**config.mk**
```make
export PLATFORM = sky130hd
export DESIGN_NAME = irq_controller
export DESIGN_NICKNAME = d
export VERILOG_FILES = /design/src/rtl/irq_ctrl_pkg.sv /design/src/rtl/irq_sync.sv /design/src/rtl/irq_controller.sv
export SDC_FILE = /design/constraint.sdc
export NUM_CORES = 1
export LEC_CHECK = 0
export ABC_AREA = 1
export CAP_MARGIN = 30
export CORE_MARGIN = 3
export CORE_UTILIZATION = 55
export CTS_CLUSTER_SIZE = 16
export DETAILED_ROUTE_END_ITERATION = 7
export HOLD_SLACK_MARGIN = 0.05
export PLACE_DENSITY = 0.9
export REMOVE_ABC_BUFFERS = 1
export SKIP_LAST_GASP = 1
export SLEW_MARGIN = 20
export SYNTH_ARGS = -nofsm -noshare
export SYNTH_HDL_FRONTEND = slang
export SYNTH_SLANG_ARGS = --single-unit
```
**constraint.sdc**
```tcl
create_clock -name phi2 -period 2.4 [get_ports phi2]
set_input_delay 0.48 -clock phi2 [delete_from_list [all_inputs] [get_ports phi2]]
set_output_delay 0.48 -clock phi2 [all_outputs]
set_load 0.02 [all_outputs]
```
**src/rtl/irq_ctrl_pkg.sv**
```systemverilog
// irq_ctrl_pkg
//   Shared constants and helpers for the Hermes interrupt controller.
//   - reg_addr_e : register map selected by address[1:0]
//   - VEC_NONE   : VECTOR read value when nothing is pending and enabled
//   - MAX_WIDTH  : widest supported source count (register width)
//   - vec_encode : lowest-index-wins priority encoder producing VECTOR
package irq_ctrl_pkg;

  localparam int MAX_WIDTH = 8;

  typedef enum logic [1:0] {
    REG_STATUS = 2'd0,
    REG_MASK   = 2'd1,
    REG_MODE   = 2'd2,
    REG_VECTOR = 2'd3
  } reg_addr_e;

  localparam logic [7:0] VEC_NONE = 8'h80;

  // Register state held by the controller, grouped so it can be observed
  // as one unit.
  typedef struct packed {
    logic [MAX_WIDTH-1:0] pending;
    logic [MAX_WIDTH-1:0] mask;
    logic [MAX_WIDTH-1:0] mode;
  } irq_regs_t;

  // Bit 0 is the highest priority. Scanning downwards lets the lowest set
  // index overwrite any higher one.
  function automatic logic [7:0] vec_encode(input logic [MAX_WIDTH-1:0] act);
    logic [7:0] v;
    v = VEC_NONE;
    for (int i = MAX_WIDTH - 1; i >= 0; i--) begin
      if (act[i]) v = {5'b00000, 3'(i)};
    end
    return v;
  endfunction

endpackage

```
**src/rtl/irq_sync.sv**
```systemverilog
// irq_sync
//   Per-source front end: two-flop synchroniser for an asynchronous
//   active-low IRQ line plus a previous-value flop for edge detection.
//   All flops update on the falling edge of phi2 and reset to 1 (inactive),
//   so a line already held low when reset releases looks like a new edge.
// Ports
//   phi2    in  CPU clock, state changes on the falling edge
//   reset_n in  asynchronous active-low reset
//   src_n   in  raw active-low IRQ line
//   sync_n  out synchronised level (active low)
//   fall    out one-cycle strobe: synchronised 1->0 transition seen
module irq_sync (
  input  logic phi2,
  input  logic reset_n,
  input  logic src_n,
  output logic sync_n,
  output logic fall
);

  logic sync1_n;
  logic sync2_n;
  logic prev_n;

  always_ff @(negedge phi2 or negedge reset_n) begin
    if (!reset_n) begin
      sync1_n <= 1'b1;
      sync2_n <= 1'b1;
      prev_n  <= 1'b1;
    end else begin
      sync1_n <= src_n;
      sync2_n <= sync1_n;
      prev_n  <= sync2_n;
    end
  end

  assign sync_n = sync2_n;
  assign fall   = prev_n & ~sync2_n;

endmodule

```
**src/rtl/irq_controller.sv**
```systemverilog
// irq_controller
//   Maskable, prioritised interrupt controller for the Hermes system
//   controller. Synchronises each peripheral IRQ, latches edge-mode events,
//   applies a CPU-writable mask and drives a registered irq_n to the CPU.
//   Register map (address[1:0]):
//     0 STATUS  read pending; write-1-to-clear edge-mode bits
//     1 MASK    read/write, 1 = enabled
//     2 MODE    read/write, 1 = falling-edge, 0 = level
//     3 VECTOR  read-only, lowest pending&enabled index, 0x80 when none
//   Bits at or above WIDTH read 0 and ignore writes.
// Ports
//   phi2          in  CPU clock; all state updates on its falling edge
//   reset_n       in  asynchronous active-low reset
//   cs_n          in  register select from the address decoder
//   read_write    in  1 = read, 0 = write
//   reg_addr      in  register select (address[1:0])
//   d_in          in  write data
//   d_out         out read data (combinational)
//   d_oe          out drive enable for d_out
//   irq_sources_n in  active-low device IRQs, bit 0 highest priority
//   irq_n         out registered active-low IRQ to the CPU
//
// Bus semantics: a write is a bus cycle with cs_n=0 and read_write=0; the
// data is captured on the falling edge of phi2 that ends the cycle. A read
// is cs_n=0 and read_write=1; d_out is valid combinationally and d_oe is
// asserted only while phi2 is high. Reads never change any state.
module irq_controller
  import irq_ctrl_pkg::*;
#(
  parameter int WIDTH = 6  // legal range 1..MAX_WIDTH
) (
  input  logic             phi2,
  input  logic             reset_n,
  input  logic             cs_n,
  input  logic             read_write,
  input  logic [1:0]       reg_addr,
  input  logic [7:0]       d_in,
  output logic [7:0]       d_out,
  output logic             d_oe,
  input  logic [WIDTH-1:0] irq_sources_n,
  output logic             irq_n
);

  // Registers are kept at full bus width; bits at or above WIDTH are forced
  // to zero so they read back 0 and synthesis trims the constant flops.
  localparam logic [MAX_WIDTH-1:0] SRC_MASK = MAX_WIDTH'((1 << WIDTH) - 1);

  logic [MAX_WIDTH-1:0] sync_n_vec;
  logic [MAX_WIDTH-1:0] fall_vec;

  irq_regs_t regs_q;
  irq_regs_t regs_next;

  logic                 wr_en;
  logic [MAX_WIDTH-1:0] clr_vec;

  // ---------------------------------------------------------------------
  // Source front ends
  // ---------------------------------------------------------------------
  for (genvar i = 0; i < MAX_WIDTH; i++) begin : g_src
    if (i < WIDTH) begin : g_used
      irq_sync u_sync (
        .phi2    (phi2),
        .reset_n (reset_n),
        .src_n   (irq_sources_n[i]),
        .sync_n  (sync_n_vec[i]),
        .fall    (fall_vec[i])
      );
    end else begin : g_unused
      assign sync_n_vec[i] = 1'b1;
      assign fall_vec[i]   = 1'b0;
    end
  end

  // ---------------------------------------------------------------------
  // Next-state logic
  // ---------------------------------------------------------------------
  assign wr_en = ~cs_n & ~read_write;

  always_comb begin
    regs_next = regs_q;
    clr_vec   = '0;

    if (wr_en && (reg_addr == REG_MASK)) regs_next.mask = d_in & SRC_MASK;
    if (wr_en && (reg_addr == REG_MODE)) regs_next.mode = d_in & SRC_MASK;
    if (wr_en && (reg_addr == REG_STATUS)) clr_vec = d_in;

    // The new MODE applies on the edge it is written, so a bit switched from
    // level to edge simply keeps its current pending value and latches from
    // there. In edge mode a new fall beats a simultaneous clear.
    regs_next.pending = ((regs_next.mode & (fall_vec | (regs_q.pending & ~clr_vec))) |
                         (~regs_next.mode & ~sync_n_vec)) & SRC_MASK;
  end

  // ---------------------------------------------------------------------
  // State
  // ---------------------------------------------------------------------
  always_ff @(negedge phi2 or negedge reset_n) begin
    if (!reset_n) begin
      regs_q <= '0;
      irq_n  <= 1'b1;
    end else begin
      regs_q <= regs_next;
      // Built from the next values so a mask write or a clear takes effect
      // on the same edge that performs it.
      irq_n  <= ~|(regs_next.pending & regs_next.mask);
    end
  end

  // ---------------------------------------------------------------------
  // Read path
  // ---------------------------------------------------------------------
  always_comb begin
    d_out = 8'h00;
    case (reg_addr)
      REG_STATUS: d_out = regs_q.pending;
      REG_MASK:   d_out = regs_q.mask;
      REG_MODE:   d_out = regs_q.mode;
      REG_VECTOR: d_out = vec_encode(regs_q.pending & regs_q.mask);
      default:    d_out = 8'h00;
    endcase
  end

  assign d_oe = phi2 & ~cs_n & read_write;

endmodule

```
-- Word level (Yosys, flattened, before mapping)
Cells that the tools add are included.
- register bits: 41
- memory bits (read-only): 0
- latch bits: 0
- memories kept: 0
- input bits: 20
- RAM bits: 0
- equality and inequality tests: 3
- divide/modulo/power cells: 0
- bitwise gates (word level): 27
- reductions and logical operators: 6
- $lt $le $gt $ge: 0
- shift-type cells: 0
- multiply operators: 0
- multiplexer cells: 12
- add/sub/neg operators: 0
- operators by type and width (cell ; number):
    2-to-1 mux 8 bit ; 10
    case mux 8 bit (4 select lines) ; 1
    AND 6 bit ; 3
    NOT 6 bit ; 3
    AND 6 x 8 -> 8 bit ; 2
    OR 6 bit ; 2
    AND 1 bit ; 9
    NOT 1 bit ; 8
    OR reduction 8 bit ; 1
    2-to-1 mux 6 bit ; 1
    equality test 2 bit, second input constant ; 2
    logical AND 1 bit ; 3
    equality test 2 x 1 -> 1 bit, second input constant ; 1
    zero test 2 bit ; 1
    zero test 1 bit ; 1

-- Longest topological paths before layout
Gate-level depths: netlist of run 1.
- depth after elaboration: 12
- mapped depth: 12
- gate-level depth less buffers: 12

-- Modules after synthesis
A second synthesis of run 1 with hierarchy kept.
- cell total of the unflattened synthesis: 194
- area, all modules: 1839.3 um2
- by module, submodules not included (module ; instances ; area an instance (um2) ; cells an instance):
    irq_controller ; 1 ; 1283.7 ; 158
    irq_sync ; 6 ; 92.6 ; 6

==> implementation parameters, run 1 <==
Parameter                              Value

Drt
  Routed len/inst    19.8 um
  Post-route ant nets    0
  Initial DRT Pass Iterations    5
  # DRC    0
  Via count    1780
  Detailed router's first-iteration violation count    284
  Final wirelength    5.89 mm
  Vias per std cell    5.97

CTS
  Clock tree buffer depth    2
  H-tree levels    2
  CTS Root Buffer Type    sky130_fd_sc_hd__clkbuf_4
  Clk Latency, worst-skew pair    0.43 ns
  CTS Buf Count    5
  Clk slew on worst S/H paths    0.09 ns
  Clock tree from TritonCTS    done
  CTS Hold Buffers Added    0

Global routing
  Number of antenna violations at the first check in global routing    0
  Pin count of the biggest net entering global routing    36
  First-pass GRT wire length    7.55 mm
  Vias in the first global route    1610
  Leftover overflow at the end of global routing    0
  Overall Global Routing Usage    29.4%

STA
  Unrepaired setup endpoints after global routing    yes
  Fin. max-slew vios    0
  Final hold violation count    0
  Hold_ws    0.333 ns
  Final worst setup slack    -0.888 ns
  Number of failing setup endpoints in the final timing report    10
  Post-Route Skew    0.106 ns

Worst setup path
  Class of the most critical setup path    reg -> out
  Slack of the worst reg-to-reg path    1.12 ns
  Arrival time at the worst endpoint    2.81 ns
  Startpoint kind of the worst setup timing path    flop
  Crit path launch    regs_q[12]$_DFF_NN0_
  Launch instance of the worst register-to-register path    g_src[2].g_used.u_sync.sync_n$_DFF_NN1_
  Endpoint kind of the worst setup timing path    output pin
  Count of cells along the worst register-to-register path    10
  Most frequent cell on the critical path    sky130_fd_sc_hd__nand2_2
  Slowest CP cell    sky130_fd_sc_hd__dfrtn_1
  Termination of the worst setup path    d_out[0]
  Required time of the critical path    1.92 ns
  Chain of cells forming the critical path    nand2_2, nand3_2, nand2_2, a21oi_2, o2111ai_2, buf_6
  Maximum fanout along the worst path    2
  Capturing point of the worst reg2reg path    irq_n$_DFF_NN1_
  CP max stage delay    0.49 ns

Synth
  Yosys warning total    0
  #FFs+latches synth    37
  Sequential area share after synthesis    57.1%
  Synthesized instance count    189
  Cell area after synthesis    1660 sq um
  Post-Syn Area per Cell    8.80 sq um
  Unique cell type count in the Yosys netlist    23

Floorplanning
  Initial Utilization    58.8%
  Boundary Pins    30
  Die outline area    3720 sq um
  Standard cell core area    2830 sq um
  Die Span Y    61.0 um
  Width of the chip    61.0 um
  # rows    19

Place
  Input/output buffers    26
  Weighted congestion at the end of routability-driven global placement    0.853
  Post-DP HPWL    2.66 mm
  Worst Setup Slack post-DPL    -0.849 ns

Run
  Number of maximum-capacitance violations    0

Status
  Failing checks    negative setup slack
  Outcome    complete, but fails checks

Cells and area
  Fraction of layout instances using a drive strength above 1    46.4%
  FILL cells    129
  Post-Route Utilization    87.4%
  Total Nets Final    286
  Layout overhead on the synthesized area    48.5%
  Commonest cells after routing, fill and taps aside    61 x sky130_fd_sc_hd__nand2_1, 30 x sky130_fd_sc_hd__inv_1, 24 x sky130_fd_sc_hd__nand2_2, 24 x sky130_fd_sc_hd__buf_4, 19 x sky130_fd_sc_hd__dfstp_2
  Commonest non-fill, non-tap cell in the layout    sky130_fd_sc_hd__nand2_1
  Antenna Cells    0

Pwr
  Power density normalized to cell area    775 nW/um^2
  Leakage power    0.00128 uW
  Overall power    1910 uW
  Maximum ir drop on the vdd rail    0.511 mV

Worst hold path
  Class of the most critical hold timing path    reg -> reg
[critical path: cells and delay by family (launching register included)]
kind                   cells  cell delay, ns
AOI/OAI and AO/OA          2            0.36
DFF                        1            0.49
and+or+nand+nor            3            0.25
buffers and inverters      1            0.17
[kinds of logic (layout without fill, tap and decap cells)]
group,after synthesis,in the layout,share of synthesized area (%)
buf+inv,20,98,5.41
other cells,1,1,0.225
simple gates,120,120,32.7
flops,37,37,57.1
compound gates,11,11,4.59
[worst min-delay path by stage]
stage | start | to | cells after the start
2_1_floorplan | g_src[0].g_used.u_sync.sync1_n$_DFF_NN1_ | g_src[0].g_used.u_sync.sync_n$_DFF_NN1_ | 0
6_report | g_src[0].g_used.u_sync.sync1_n$_DFF_NN1_ | g_src[0].g_used.u_sync.sync_n$_DFF_NN1_ | 0
5_1_grt | g_src[0].g_used.u_sync.sync1_n$_DFF_NN1_ | g_src[0].g_used.u_sync.sync_n$_DFF_NN1_ | 0
4_1_cts | g_src[0].g_used.u_sync.sync1_n$_DFF_NN1_ | g_src[0].g_used.u_sync.sync_n$_DFF_NN1_ | 0
3_3_place_gp | g_src[4].g_used.u_sync.sync1_n$_DFF_NN1_ | g_src[4].g_used.u_sync.sync_n$_DFF_NN1_ | 0
3_5_place_dp | g_src[1].g_used.u_sync.sync1_n$_DFF_NN1_ | g_src[1].g_used.u_sync.sync_n$_DFF_NN1_ | 0
[power breakdown]
| group | switching [uW] | internal (uW) | total [uW] |
|---|---|---|---|
| registers | 71.8 | 729 | 801 |
| clock network | 346 | 163 | 509 |
| logic | 340 | 265 | 604 |
| total | 757 | 1160 | 1910 |
[metrics by stage]
step	instance area, sq um	instances	TNS [ns]
global placement	2130	266	-15.40
finish	2470	298	-5.22
detailed placement	2130	266	-16.08
global route	2470	298	-5.56
floorplan	1630	185	-3.92
CTS	2390	296	-4.21
[sequential cells by signal (all words and copies together), names as in the netlist]
| signal | count |
|---|---|
| g_src.g_used.u_sync.prev_n | 6 |
| g_src.g_used.u_sync.sync_n | 6 |
| irq_n | 1 |
| regs_q | 18 |
| g_src.g_used.u_sync.sync1_n | 6 |
[layout make-up]
cell class                      count  area [sq um]  area share [%]
Clock inverter                     23          95.1            3.85
Timing Repair Buffer               54           494            20.0
Multi-Input combinational cell    132           788            31.9
Clock buffer                        6          48.8            1.97
Inverter                           15          56.3            2.28
Sequential cell                    37           950            38.4
Tap cell                           31          38.8            1.57
[Yosys cell counts]
cell type	count	area share [%]
sky130_fd_sc_hd__o21ai_2	4	2.1
sky130_fd_sc_hd__nor2_4	1	0.68
sky130_fd_sc_hd__nand2_2	16	6.0
sky130_fd_sc_hd__nor2_2	3	1.1
sky130_fd_sc_hd__conb_1	1	0.23
sky130_fd_sc_hd__a21oi_1	1	0.30
sky130_fd_sc_hd__buf_4	4	1.8
sky130_fd_sc_hd__dfstp_2	19	30
sky130_fd_sc_hd__nand3_1	18	5.4
sky130_fd_sc_hd__nor3_1	1	0.30
sky130_fd_sc_hd__nor2_1	3	0.68
sky130_fd_sc_hd__o2111ai_1	1	0.53
sky130_fd_sc_hd__nor4_1	1	0.38
sky130_fd_sc_hd__o21ai_0	3	0.90
sky130_fd_sc_hd__inv_1	13	2.9
sky130_fd_sc_hd__o21ai_1	1	0.30
sky130_fd_sc_hd__nand4_1	2	0.75
sky130_fd_sc_hd__nand2_4	1	0.68
sky130_fd_sc_hd__nand2_1	74	17
sky130_fd_sc_hd__a22oi_1	1	0.45
sky130_fd_sc_hd__clkinv_1	2	0.45
sky130_fd_sc_hd__inv_2	1	0.23
sky130_fd_sc_hd__dfrtn_1	18	27
[repair_timing]
item                                    in CTS  in global routing
pin swaps                                   22                 11
endpoints found under the hold margin        0                  0
setup buffers                                3                  2
gates resized for setup                    110                 17
cloned                                       1                  0
endpoints found under the setup margin      28                 12
[routing by layer]
| metal | vias to the layer above | GRT usage (%) | share of wire (%) |
|---|---|---|---|
| met3 | 58 | 7.23 | 10 |
| li1 | 752 | - | - |
| met5 | - | 0 | 0 |
| met1 | 814 | 32.9 | 35 |
| met4 | 0 | 18.3 | 8.3 |
| met2 | 156 | 49.9 | 47 |
Note: power is estimated with default switching activity, not from simulation.
==> run 2, diff against run 1 <==
- CORE_UTILIZATION: 55 -> 46
- PLACE_DENSITY: 0.9 -> 0.81
- clock period: 2.4 -> 3 ns (I/O delays scaled with it)
==> implementation parameters, run 2 (synthesized netlist as in run 1, its figures left out) <==
Parameter                              Value

Pwr
  Maximum ir drop on the vdd rail    0.387 mV
  Power density normalized to cell area    578 nW/um^2
  Leakage power    0.00127 uW

Cells and area
  Layout overhead on the synthesized area    46.8%
  Register name with the most flops    regs_q
  Antenna Cells    0
  Commonest cells after routing, fill and taps aside    62 x sky130_fd_sc_hd__nand2_1, 31 x sky130_fd_sc_hd__inv_1, 29 x sky130_fd_sc_hd__buf_4
  Fraction of layout instances using a drive strength above 1    44.4%
  Number of flip-flops under the largest register name    18
  Commonest non-fill, non-tap cell in the layout    sky130_fd_sc_hd__nand2_1
  FILL cells    281
  Total Nets Final    289
  Cell area after layout    2440 sq um

Global routing
  Number of antenna violations at the first check in global routing    0
  Vias in the first global route    1452
  Overall Global Routing Usage    19.5%
  First-pass GRT wire length    6.23 mm
  Pin count of the biggest net entering global routing    38
  Leftover overflow at the end of global routing    0

Floorplanning
  Initial Utilization    48.7%
  Width of the chip    66.1 um
  # rows    21
  Die Span Y    66.1 um
  Die outline area    4380 sq um
  Boundary Pins    30
  Standard cell core area    3420 sq um

Worst setup path
  Required time of the critical path    2.40 ns
  Maximum fanout along the worst path    2
  CP max stage delay    0.41 ns
  Startpoint kind of the worst setup timing path    flop
  Chain of cells forming the critical path    nand2_1, nand3_2, nand2_1, a21oi_2, o2111ai_2, buf_4
  Slowest CP cell    sky130_fd_sc_hd__dfrtn_1
  Capturing point of the worst reg2reg path    irq_n$_DFF_NN1_
  Buffer and inverter count on the worst path    1
  Slack of the worst reg-to-reg path    1.87 ns
  Launch instance of the worst register-to-register path    g_src[0].g_used.u_sync.sync_n$_DFF_NN1_
  Class of the most critical setup path    reg -> out
  Count of cells along the worst register-to-register path    10
  Arrival time at the worst endpoint    2.93 ns
  Most frequent cell on the critical path    sky130_fd_sc_hd__nand2_1
  Endpoint kind of the worst setup timing path    output pin
  Top delay family on crit path    flip-flops
  Path length in cells of the critical path    6

CTS
  Clock tree from TritonCTS    done
  Clk slew on worst S/H paths    0.07 ns
  CTS Hold Buffers Added    0
  H-tree levels    2
  Clock tree buffer depth    2
  Clk Latency, worst-skew pair    0.40 ns
  CTS Buf Count    5
  CTS Root Buffer Type    sky130_fd_sc_hd__clkbuf_4

Run
  Number of maximum-capacitance violations    0

Worst hold path
  Hold endpoint    g_src[5].g_used.u_sync.sync_n$_DFF_NN1_
  Class of the most critical hold timing path    reg -> reg
  Depth of the worst hold-timing path    0
  Worst Hold Launch    g_src[5].g_used.u_sync.sync1_n$_DFF_NN1_

Place
  Total placed instance area    2170 sq um
  Weighted congestion at the end of routability-driven global placement    0.873
  Input/output buffers    26
  Post-DP HPWL    2.67 mm

STA
  Final hold violation count    0
  Post-Route Skew    0.0692 ns
  Number of failing setup endpoints in the final timing report    8
  Fin. max-slew vios    0
  Final worst setup slack    -0.525 ns
  Setup Total Neg Slack    -2.80 ns
  Unrepaired setup endpoints after global routing    yes

Status
  Outcome    complete, but fails checks
  Failing checks    negative setup slack

Drt
  Routed len/inst    12.1 um
  Initial DRT Pass Iterations    4
  Via count    1520
  Detailed router's first-iteration violation count    78
  # DRC    0
  Final wirelength    3.84 mm
  Post-route ant nets    0
  Vias per std cell    4.81
[run 2: changes by cell type in the layout (fill, tap and decap cells not counted), moves of 3 or more]
cell | previous run | this run
sky130_fd_sc_hd__dlygate4sd2_1 | 5 | 1
sky130_fd_sc_hd__buf_6 | 13 | 10
sky130_fd_sc_hd__clkdlybuf4s50_1 | 7 | 13
sky130_fd_sc_hd__buf_4 | 24 | 29
sky130_fd_sc_hd__clkbuf_2 | 0 | 4
[run 2: timing repair]
| action | in CTS | in global routing |
|---|---|---|
| buffers inserted | 4 | 2 |
| gates resized for setup | 66 | 31 |
| endpoints found under the setup margin | 17 | 10 |
| pin swaps | 7 | 11 |
[run 2: stage by stage]
| step | setup slack, ns | hold WS, ns | instances | total power [uW] | util, % |
|---|---|---|---|---|---|
| finish | -0.525 | 0.340 | 316 | 1410 | 71.5 |
| global route | -0.613 | 0.332 | 316 | 1510 | 71.5 |
| CTS | -0.511 | 0.339 | 314 | 1390 | 69.0 |
| detailed placement | -0.694 | 0.347 | 284 | 1060 | 63.4 |
| global placement | -0.629 | 0.345 | 284 | 1050 | 63.4 |
| floorplan | -0.284 | 0.345 | 185 | 860 | - |
[run 2: final cells by class]
cell class	count	area, sq um	share of cell area [%]
sequential	37	950	38.9
multi-input combinational	132	746	30.5
timing repair buffer	57	500	20.5
clock inverter	21	80.1	3.28
tap	46	57.6	2.36
inverter	15	56.3	2.30
clock buffer	8	53.8	2.20
[run 2: per-layer routing]
layer,GRT usage [%],wire length (um)
met1,23.7,1650
met2,31.6,2010
met3,5.44,167
met4,9.39,16
met5,0,0
[run 2: worst max-delay path by stage]
| stage | start | end | slack, ns |
|---|---|---|---|
| global route | regs_q[20]$_DFF_NN0_ | d_out[0] | -0.61 |
| finish | regs_q[20]$_DFF_NN0_ | d_out[0] | -0.53 |
| floorplan | regs_q[19]$_DFF_NN0_ | d_out[7] | -0.28 |
| detailed placement | reg_addr[1] | irq_n$_DFF_NN1_ | -0.69 |
| CTS | regs_q[20]$_DFF_NN0_ | d_out[0] | -0.51 |
| global placement | reg_addr[1] | irq_n$_DFF_NN1_ | -0.63 |
[run 2: power breakdown]
| part | internal [uW] | total [uW] | leakage [uW] | switching (uW) |
|---|---|---|---|---|
| Combinational | 207 | 432 | 0.000707 | 225 |
| Clock | 130 | 358 | 0.000140 | 228 |
| Sequential | 583 | 622 | 0.000422 | 38.4 |
